[config.mk]
export PLATFORM = sky130hd
export DESIGN_NAME = tdc_sample_sequencer
export DESIGN_NICKNAME = d
export VERILOG_FILES = /design/src/rtl/tdc_pkg.sv /design/src/rtl/tdc_seq_accum.sv /design/src/rtl/tdc_sample_sequencer.sv
export SDC_FILE = /design/constraint.sdc
export NUM_CORES = 1
export LEC_CHECK = 0
export ABC_AREA = 0
export CORE_ASPECT_RATIO = 1.75
export CORE_MARGIN = 8
export CORE_UTILIZATION = 30
export DETAILED_ROUTE_END_ITERATION = 6
export SYNTH_ARGS = -nofsm -noshare
export SYNTH_HDL_FRONTEND = slang
export SYNTH_HIERARCHICAL = 1
export SYNTH_SLANG_ARGS = --single-unit
[constraint.sdc]
create_clock -name clk -period 5.72 [get_ports clk]
set_clock_uncertainty 0.2 [all_clocks]
set_input_delay 1.144 -clock clk [delete_from_list [all_inputs] [get_ports clk]]
set_output_delay 1.144 -clock clk [all_outputs]
set_load 0.01 [all_outputs]
[src/rtl/tdc_pkg.sv]
// ============================================================================
//  Module      : tdc_pkg
//  Description : Shared types and helpers for the TDC sequencer and tdc_top.
//  Revision    : 1.0 - initial release
// ============================================================================
`default_nettype none

package tdc_pkg;

    typedef enum logic [2:0] {
        IDLE    = 3'd0,
        LAUNCH  = 3'd1,
        GAP     = 3'd2,
        CAPTURE = 3'd3,
        WAIT    = 3'd4,
        DONE    = 3'd5
    } seq_state_t;

    // Hamming weight of an N-tap line ranges 0..N inclusive.
    function automatic int hw_width(input int n);
        return $clog2(n) + 1;
    endfunction

    localparam int TDC_N    = 64;
    localparam int TDC_HW_W = hw_width(TDC_N);

endpackage

`default_nettype wire

[src/rtl/tdc_seq_accum.sv]
// ============================================================================
//  Module      : tdc_seq_accum
//  Description : Batch accumulator: sum / count / timeout count / min / max.
//                Min/max registers exist only when TDC_SEQ_MINMAX_EN is defined.
//  Revision    : 1.0 - initial release
// ============================================================================
`default_nettype none

module tdc_seq_accum
    import tdc_pkg::*;
#(
    parameter int              HW_W     = TDC_HW_W,
    parameter int              SAMP_W   = 8,
    parameter logic [HW_W-1:0] MIN_INIT = '0
) (
    input  logic                     clk,
    input  logic                     rst_n,
    input  logic                     i_clr,
    input  logic                     i_upd,
    input  logic [HW_W-1:0]          i_hw,
    input  logic                     i_tmo_inc,
    output logic [HW_W+SAMP_W-1:0]   o_sum,
    output logic [SAMP_W-1:0]        o_cnt,
    output logic [SAMP_W-1:0]        o_tmo,
    output logic [HW_W-1:0]          o_min,
    output logic [HW_W-1:0]          o_max
);

    localparam int c_SUM_W = HW_W + SAMP_W;

    logic [c_SUM_W-1:0] r_sum;
    logic [SAMP_W-1:0]  r_cnt;
    logic [SAMP_W-1:0]  r_tmo;

    always_ff @(posedge clk or negedge rst_n) begin
        if (!rst_n) begin
            r_sum <= '0;
            r_cnt <= '0;
            r_tmo <= '0;
        end else if (i_clr) begin
            r_sum <= '0;
            r_cnt <= '0;
            r_tmo <= '0;
        end else begin
            if (i_upd) begin
                r_sum <= r_sum + c_SUM_W'(i_hw);
                r_cnt <= r_cnt + SAMP_W'(1);
            end
            if (i_tmo_inc) begin
                r_tmo <= r_tmo + SAMP_W'(1);
            end
        end
    end

    assign o_sum = r_sum;
    assign o_cnt = r_cnt;
    assign o_tmo = r_tmo;

`ifdef TDC_SEQ_MINMAX_EN
    logic [HW_W-1:0] r_min;
    logic [HW_W-1:0] r_max;

    always_ff @(posedge clk or negedge rst_n) begin
        if (!rst_n) begin
            r_min <= MIN_INIT;
            r_max <= '0;
        end else if (i_clr) begin
            r_min <= MIN_INIT;
            r_max <= '0;
        end else if (i_upd) begin
            if (i_hw < r_min) r_min <= i_hw;
            if (i_hw > r_max) r_max <= i_hw;
        end
    end

    assign o_min = r_min;
    assign o_max = r_max;
`else
    // MIN_INIT is zero in builds without min/max tracking.
    assign o_min = MIN_INIT;
    assign o_max = '0;
`endif

endmodule

`default_nettype wire

[src/rtl/tdc_sample_sequencer.sv]
// ============================================================================
//  Module      : tdc_sample_sequencer
//  Description : Drives TDC launch/capture/pulse-gen strobes, collects hamming
//                weights and returns batch statistics over valid/ready.
//                Optional min/max tracking: define TDC_SEQ_MINMAX_EN.
//  Revision    : 1.0 - initial release
// ============================================================================
`default_nettype none

module tdc_sample_sequencer
    import tdc_pkg::*;
#(
    parameter int N       = TDC_N,
    parameter int SAMP_W  = 8,
    parameter int GAP_W   = 4,
    parameter int TIMEOUT = 15,
    parameter int HW_W    = hw_width(N)
) (
    input  logic                   clk,
    input  logic                   rst_n,
    input  logic                   start_i,
    input  logic [SAMP_W-1:0]      cfg_samples,
    input  logic [GAP_W-1:0]       cfg_gap,
    output logic                   launch_o,
    output logic                   capture_o,
    output logic                   pg_tog_o,
    output logic                   val_in_o,
    input  logic [HW_W-1:0]        tdc_hw_i,
    input  logic                   tdc_val_i,
    output logic                   busy_o,
    output logic                   res_valid_o,
    input  logic                   res_ready_i,
    output logic [HW_W+SAMP_W-1:0] res_sum_o,
    output logic [SAMP_W-1:0]      res_cnt_o,
    output logic [SAMP_W-1:0]      res_tmo_o,
    output logic [HW_W-1:0]        res_min_o,
    output logic [HW_W-1:0]        res_max_o
);

    localparam int c_TMO_W = (TIMEOUT > 1) ? $clog2(TIMEOUT) : 1;
`ifdef TDC_SEQ_MINMAX_EN
    localparam logic [HW_W-1:0] c_MIN_RST = HW_W'(N);
`else
    localparam logic [HW_W-1:0] c_MIN_RST = '0;
`endif

    seq_state_t         r_state;
    seq_state_t         w_next;
    logic [SAMP_W-1:0]  r_samples;
    logic [GAP_W-1:0]   r_gap;
    logic [SAMP_W-1:0]  r_attempt;
    logic [GAP_W-1:0]   r_gap_cnt;
    logic [c_TMO_W-1:0] r_wait_cnt;
    logic               r_pg_tog;

    logic [GAP_W-1:0]   w_gap_eff;
    logic               w_tmo_expire;
    logic               w_sample_done;
    logic               w_last_attempt;
    logic               w_clr;
    logic               w_upd;
    logic               w_tmo_inc;

    assign w_gap_eff      = (r_gap == '0) ? GAP_W'(1) : r_gap;
    assign w_tmo_expire   = (r_wait_cnt == c_TMO_W'(TIMEOUT - 1));
    assign w_sample_done  = (r_state == WAIT) && (tdc_val_i || w_tmo_expire);
    assign w_last_attempt = (r_attempt == r_samples - SAMP_W'(1));

    always_ff @(posedge clk or negedge rst_n) begin
        if (!rst_n) begin
            r_state <= IDLE;
        end else begin
            r_state <= w_next;
        end
    end

    always_comb begin
        w_next = r_state;
        case (r_state)
            IDLE:    if (start_i) w_next = (cfg_samples == '0) ? DONE : LAUNCH;
            // A one-cycle gap has no GAP dwell: capture follows launch directly.
            LAUNCH:  w_next = (w_gap_eff == GAP_W'(1)) ? CAPTURE : GAP;
            GAP:     if (r_gap_cnt == w_gap_eff - GAP_W'(1)) w_next = CAPTURE;
            CAPTURE: w_next = WAIT;
            WAIT:    if (w_sample_done) w_next = w_last_attempt ? DONE : LAUNCH;
            DONE:    if (res_ready_i) w_next = IDLE;
            default: w_next = IDLE;
        endcase
    end

    always_comb begin
        launch_o    = (r_state == LAUNCH);
        capture_o   = (r_state == CAPTURE);
        val_in_o    = (r_state == CAPTURE);
        busy_o      = (r_state != IDLE);
        res_valid_o = (r_state == DONE);
        w_clr       = ((r_state == IDLE) && start_i) || ((r_state == DONE) && res_ready_i);
        w_upd       = (r_state == WAIT) && tdc_val_i;
        w_tmo_inc   = (r_state == WAIT) && !tdc_val_i && w_tmo_expire;
    end

    always_ff @(posedge clk or negedge rst_n) begin
        if (!rst_n) begin
            r_samples  <= '0;
            r_gap      <= '0;
            r_attempt  <= '0;
            r_gap_cnt  <= '0;
            r_wait_cnt <= '0;
            r_pg_tog   <= 1'b0;
        end else begin
            if ((r_state == IDLE) && start_i) begin
                r_samples <= cfg_samples;
                r_gap     <= cfg_gap;
                r_attempt <= '0;
            end
            if (r_state == LAUNCH) begin
                r_pg_tog  <= ~r_pg_tog;
                r_gap_cnt <= GAP_W'(1);
            end
            if (r_state == GAP) begin
                r_gap_cnt <= r_gap_cnt + GAP_W'(1);
            end
            if (r_state == CAPTURE) begin
                r_wait_cnt <= '0;
            end
            if (r_state == WAIT) begin
                r_wait_cnt <= r_wait_cnt + c_TMO_W'(1);
            end
            if (w_sample_done) begin
                r_attempt <= r_attempt + SAMP_W'(1);
            end
        end
    end

    assign pg_tog_o = r_pg_tog;

    tdc_seq_accum #(
        .HW_W     (HW_W),
        .SAMP_W   (SAMP_W),
        .MIN_INIT (c_MIN_RST)
    ) u_accum (
        .clk       (clk),
        .rst_n     (rst_n),
        .i_clr     (w_clr),
        .i_upd     (w_upd),
        .i_hw      (tdc_hw_i),
        .i_tmo_inc (w_tmo_inc),
        .o_sum     (res_sum_o),
        .o_cnt     (res_cnt_o),
        .o_tmo     (res_tmo_o),
        .o_min     (res_min_o),
        .o_max     (res_max_o)
    );

endmodule

`default_nettype wire

==> impl_summary.txt, run 1 <==
----------------------------------------------------
[Global route]
  Overflow left after global routing ... 0
  Antenna violations before repair ... 0
  Aggregate global-route resource usage ... 0.120
  Largest net degree at the start of global routing ... 64
  Via count of the first global-routing pass ... 3,311
  Global-route wire length before repair ... 16,200 um

[Place]
  Port-buffer cells ... 60
  Half-perimeter wire length of the detailed placement result ... ~7200 um
  Gpl congestion ... 0.829
  Setup slack after placement ... 1.56 ns
  Placed instance count ... 625

[Detailed routing]
  First-pass detailed-route iteration total ... 4
  Final Routed Wirelength ... roughly 9600 um
  First DRT Iteration DRCs ... 74
  Vias per cell ... 4.97
  Average routed wire per standard cell ... between 15 and 20 um
  Via count ... 3,180
  Remaining DRCs ... 0
  Post-detailed-route count of antenna-violating nets ... 0

[Power]
  Leakage ... just over 0.002 uW
  PD cells ... about 420 nW/um^2
  Total power consumption of the routed design ... 2010 uW
  Peak supply drop ... roughly 0.00015 V

[Critical path]
  Length in cells of the worst reg-to-reg path ... 7
  Data arrival, critical path ... 3.82 ns
  Critical R2R Launch ... r_state[2]
  Worst EP required ... 5.73 ns
  WS Path Type ... input pin to flop
  Worst setup EP type ... flop
  Worst reg-to-reg setup slack ... 2.10 ns
  Largest fanout on the critical path ... 23
  End of the worst register-to-register path ... u_accum/o_sum[14]
  Category of the worst setup path launch point ... input pin

[Cells and area]
  N_diodes ... 0
  Storage cell area ... 1580 um^2
  Highest-count cells in the layout ignoring fill and taps ... 63 x dfrtp_1, 59 x clkdlybuf4s50_1, 36 x nor2_1
  Fillcell total ... about 1,300
  Leading cell type in the layout, fill and taps excluded ... dfrtp_1
  Total area of multi-input combinational cells ... roughly 2100 um^2
  Post-route core utilization ... 0.378
  Area Overhead vs Synth ... 25.1%
  Number of nets in the finished design ... slightly above 500
  Final Instance Count excl. Fillers ... 640
  Share of post-route cells with drive strength above 1 ... 0.0874

[Clock network]
  TritonCTS clock tree ... done
  Clk Latency, worst-skew pair ... roughly 0.32 ns
  Clk root buf ... clkbuf_16
  Sink count of the clock tree ... 63
  Post CTS Setup Buffer Count ... 0
  CTS H-tree lvls ... 3
  CTS buffer count ... 9
  Clock transition at the registers of the reported paths ... roughly 0.050 ns
  Worst-case clock buffer depth ... 2
  Number of hold buffers added after cts ... 0
  Cts repair resizes ... 0

[Floorplanning]
  Starting density of the core ... 0.302
  Total Die Area ... between 15,000 and 20,000 um^2
  Number of cell rows ... 55
  Die extent in x ... ~100 um
  Height of the die ... 166 um
  Placeable core area ... around 13,000 um^2
  I/O pin count ... 75

[Synth]
  Number of unique standard cell types used by synthesis ... 62
  Number of warnings issued by yosys ... 6
  Post-synth top area cell ... dfrtp_1
  Post-synth design cell area ... just under 4000 um^2
  Post-Synthesis Cells ... ~400
  Share of Yosys cell area claimed by the top area cell type ... 0.410
  EDFF count, synth ... 0
  Mean area per synthesized cell ... 9.43 um^2
  Flops & latches, synth ... 63
  Async set-reset flop share out of synthesis ... 1.00
  Seq/Total Area, Yosys ... 0.410
  Ranking of synthesized cells by area ... dfrtp_1 41%, ha_1 5.2%, mux2_2 4.4%
  Most used flip-flop cell after synthesis ... dfrtp_1

[STA]
  Worst rel slew slack ... 0.393
  Period Utilization, post-route ... 0.667
  Highest Clock Rate ... roughly 260 MHz
  Final max-slew violation count ... 0
  Final critical-path setup slack ... roughly 1.9 ns
  Final total negative setup slack ... 0 ns
  Worst slew pin tran ... 0.909 ns
  Final critical path time including I/O delays and setup ... about 3.8 ns
  Number of endpoints failing setup at the final stage ... 0
  Setup repair after global routing missed its margin ... false
  Number of failing hold endpoints at the final stage ... 0

[Run status]
  Result of the run ... finished clean

[Flow run]
  Count of max-cap constraint violations ... 0

[Min path]
  End of the worst hold path ... pg_tog_o
  Type of the tightest min-delay check ... flop to flop
  Hold Startpoint ... pg_tog_o
  Depth of the worst hold-timing path ... 1

----------------------------------------------------
where the power goes:
part | internal [uW] | switching [uW] | total [uW]
logic | 385 | 436 | 821
registers | 549 | 155 | 704
clock network | 302 | 184 | 487
total | 1240 | 776 | 2010
layer usage:
layer  track usage  part of all wire  vias up
li1              -                 -     1538
met1         0.126              0.39     1534
met2         0.212              0.52       85
met3        0.0235             0.058       23
met4        0.0711             0.033        0
met5             0                 0        -
Yosys cell counts, types with 12 or more instances:
cell	number
mux2_2	15
dfrtp_1	63
buf_4	15
xor2_1	12
a21oi_1	23
ha_1	16
nor2_1	36
nand2_1	24
nand3_1	15
o21ai_0	24
inv_1	18
xnor2_1	14
registers in the layout, indices dropped and copies added, names as in the netlist:
register and flops:
pg_tog_o 1, r_attempt 8, r_gap 4, r_gap_cnt 4
r_samples 8, r_state 3, r_wait_cnt 4, u_accum/o_cnt 8
u_accum/o_sum 15, u_accum/o_tmo 8
layout make-up:
type,instances,area share
Timing Repair Buffer,63,0.128
Clock inverter,1,0.00104
Tap cell,171,0.0445
Multi-Input combinational cell,310,0.432
Sequential cell,63,0.328
Clock buffer,14,0.0528
Inverter,18,0.0140
stage by stage:
| stage | hold WS [ns] | cell area [um^2] |
|---|---|---|
| after CTS | 0.273 | 4810 |
| after global routing | 0.293 | 4810 |
| final | 0.268 | 4810 |
| after global placement | 0.255 | 4550 |
| after detailed placement | 0.260 | 4550 |
| after floorplan | 0.237 | 3900 |
worst max path at each step:
| stage | from | slack, ns | cells past startpoint | endpoint |
|---|---|---|---|---|
| floorplan | tdc_hw_i[0] | 2.70 | 6 | u_accum/o_sum[14] |
| global placement | start_i | 1.65 | 7 | u_accum/o_sum[14] |
| detailed placement | start_i | 1.56 | 7 | u_accum/o_sum[14] |
| CTS | start_i | 1.90 | 7 | u_accum/o_sum[14] |
| global route | start_i | 1.73 | 7 | u_accum/o_sum[14] |
| finish | start_i | 1.91 | 7 | u_accum/o_sum[14] |
worst max-delay path, cell delays in order:
cell and delay, ns:
clkdlybuf4s50_1 0.51, nand2_2 0.26, nand2_1 0.70, o21ai_1 0.14, or4_1 0.53, nor3b_2 0.19, mux2_1 0.33
kinds of logic (layout without fill, tap and decap cells):
logic type	Yosys count	in the layout	synth area share
compound gates	86	86	0.143
xor+xnor	27	27	0.0634
fa+ha+maj	17	17	0.0572
buf+inv	48	96	0.0631
flops	63	63	0.410
mux	26	26	0.0732
other cells	1	14	0.000975
simple gates	140	140	0.189
Power figures use the tool's default switching activity.
==> run 2, diff against run 1 <==
- clock period: 5.72 -> 3.1 ns (I/O delays scaled with it)
==> impl_summary.txt, run 2 (synthesis gave the netlist of run 1 again) <==
----------------------------------------------------
[Flow run]
  Count of max-cap constraint violations ... 0 (unchanged)

[Place]
  Gpl congestion ... 0.786 (was 0.829)
  Setup slack after placement ... 0.132 ns (was 1.56 ns)
  Placed instance count ... 632 (was 625)
  Half-perimeter wire length of the detailed placement result ... 7060 um (was 7230 um)
  Port-buffer cells ... 60 (unchanged)

[Clock network]
  Cts repair resizes ... 0 (unchanged)
  Worst-case clock buffer depth ... 2 (unchanged)
  TritonCTS clock tree ... done (unchanged)
  Clk Latency, worst-skew pair ... 0.33 ns (was 0.32 ns)
  Clk root buf ... clkbuf_16 (unchanged)
  Sink count of the clock tree ... 63 (unchanged)
  Post CTS Setup Buffer Count ... 0 (unchanged)
  CTS buffer count ... 9 (unchanged)
  CTS H-tree lvls ... 3 (unchanged)
  Number of hold buffers added after cts ... 0 (unchanged)
  Clock transition at the registers of the reported paths ... 0.05 ns (about the same)

[Detailed routing]
  Post-detailed-route count of antenna-violating nets ... 0 (unchanged)
  Via count ... 3,194 (was 3,180)
  Average routed wire per standard cell ... 14.7 um (was 15.0 um)
  Remaining DRCs ... 0 (unchanged)
  Vias per cell ... 4.93 (was 4.97)
  First-pass detailed-route iteration total ... 4 (unchanged)
  Final Routed Wirelength ... 9550 um (was 9630 um)
  First DRT Iteration DRCs ... 104 (was 74)

[STA]
  Final max-slew violation count ... 0 (unchanged)
  Period Utilization, post-route ... 0.950
  Highest Clock Rate ... around 340 MHz
  Final total negative setup slack ... 0 ns (unchanged)
  Number of endpoints failing setup at the final stage ... 0 (unchanged)
  Final critical-path setup slack ... 0.156 ns (was 1.91 ns)
  Setup repair after global routing missed its margin ... false (unchanged)
  Final critical path time including I/O delays and setup ... slightly below 3 ns
  Number of failing hold endpoints at the final stage ... 0 (unchanged)

[Critical path]
  Data arrival, critical path ... 2.12 ns (was 3.82 ns)
  Category of the worst setup path launch point ... flop (was input pin)
  Worst setup EP type ... output pin (was flop)
  End of the worst register-to-register path ... u_accum/o_cnt[7] (was u_accum/o_sum[14])
  Worst reg-to-reg setup slack ... 0.27 ns (was 2.10 ns)
  Largest fanout on the critical path ... 11 (was 23)
  End point of the critical path ... val_in_o (was u_accum/o_sum[14])
  WS Path Type ... flop to output pin (was input pin to flop)
  Worst setup path startpoint ... r_state[1] (was start_i)
  Worst EP required ... 2.28 ns (was 5.73 ns)
  Length in cells of the worst reg-to-reg path ... 9 (was 7)
  Critical R2R Launch ... r_state[1] (was r_state[2])

[Run status]
  Result of the run ... finished clean (unchanged)

[Global route]
  Largest net degree at the start of global routing ... 64 (unchanged)
  Via count of the first global-routing pass ... 3,308 (was 3,311)
  Global-route wire length before repair ... 15,700 um (was 16,200 um)
  Overflow left after global routing ... 0 (unchanged)
  Met3 routing resource usage after global routing ... 0.0256 (was 0.0235)
  Met1 GRT Util ... 0.121 (was 0.126)
  Aggregate global-route resource usage ... 0.118 (was 0.120)
  Antenna violations before repair ... 0 (unchanged)
  Most congested layer reported by global routing ... met2 (unchanged)
  Global-route met2 utilization ... 0.206 (was 0.212)

[Cells and area]
  Post-route core utilization ... 0.387 (was 0.378)
  N_diodes ... 0 (unchanged)
  Final Instance Count excl. Fillers ... 648 (was 640)
  Share of post-route cells with drive strength above 1 ... 0.109 (was 0.0874)
  Number of flip-flops under the largest register name ... 15 (unchanged)
  Number of nets in the finished design ... 513 (was 506)
  Leading cell type in the layout, fill and taps excluded ... dfrtp_1 (unchanged)
  Area Overhead vs Synth ... 28.1% (was 25.1%)
  Highest-count cells in the layout ignoring fill and taps ... 63 x dfrtp_1, 59 x clkdlybuf4s50_1, 36 x nor2_1 (unchanged)

[Floorplanning]
  Number of cell rows ... 55 (unchanged)
  Die extent in x ... 102 um (unchanged)
  Placeable core area ... 12,700 um^2 (unchanged)
  I/O pin count ... 75 (unchanged)
  Height of the die ... 166 um (unchanged)
  Starting density of the core ... 0.302 (unchanged)
  Total Die Area ... 16,800 um^2 (unchanged)

[Power]
  Peak supply drop ... 0.000294 V (was 0.000150 V)
  Leakage ... 0.00214 uW (was 0.00207 uW)
  Total power consumption of the routed design ... 3890 uW (was 2010 uW)
  PD cells ... 789 nW/um^2 (was 418 nW/um^2)

[Min path]
  Type of the tightest min-delay check ... input pin to async pin (was flop to flop)

----------------------------------------------------
-- run 2: cell count changes in the layout (fill, tap and decap cells not counted) --
cell       previous run  this run
buf_12                0         1
buf_4                 3         9
bufinv_16             0         1
clkinv_2              1         2
clkbuf_1              4         1
clkbuf_8              1         3
-- run 2: layout make-up --
type                    count  area [um^2]
clock inverters             3         40.0
clock buffers              13          270
repair buffers             70          683
multi-input cells         310         2080
flip-flops and latches     63         1580
well taps                 171          214
fillers                  1279         7800
inverters                  18         67.6
-- run 2: worst min-delay path by stage --
stage	from	end	slack (ns)
2_1_floorplan	rst_n	pg_tog_o	0.12
3_3_place_gp	r_wait_cnt[3]	r_wait_cnt[3]	0.25
3_5_place_dp	pg_tog_o	pg_tog_o	0.27
4_1_cts	rst_n	pg_tog_o	0.12
5_1_grt	rst_n	pg_tog_o	0.13
6_report	rst_n	u_accum/o_sum[0]	0.10
-- run 2: worst max-delay path, stage by stage (launching register included) --
cell and delay, ns:
dfrtp_1 0.51, inv_1 0.24, or2_2 0.40, inv_1 0.10, clkdlybuf4s50_1 0.54
-- run 2: metal layers --
metal  routed length, um  vias to the layer above
met5                   0                        -
met1                3630                     1566
li1                    -                     1547
met4                 235                        0
met2                5160                       68
met3                 527                       13
-- run 2: through the flow --
stage	cell area (um^2)	hold WS [ns]
floorplan	3900	0.124
global placement	4620	0.253
detailed placement	4620	0.265
CTS	4930	0.115
global route	4930	0.133
finish	4930	0.101
-- run 2: power by group --
group	total, uW	leakage (uW)	switching [uW]	internal [uW]
clock network	1050	0.000156	362	685
registers	1260	0.000841	249	1010
logic	1580	0.00114	834	744
total	3890	0.00214	1450	2440
==> run 3, diff against run 2 <==
- SLEW_MARGIN: unset -> 10
==> results of run 3 <==
Final layout, timing and power as in run 2 (identical DEF).
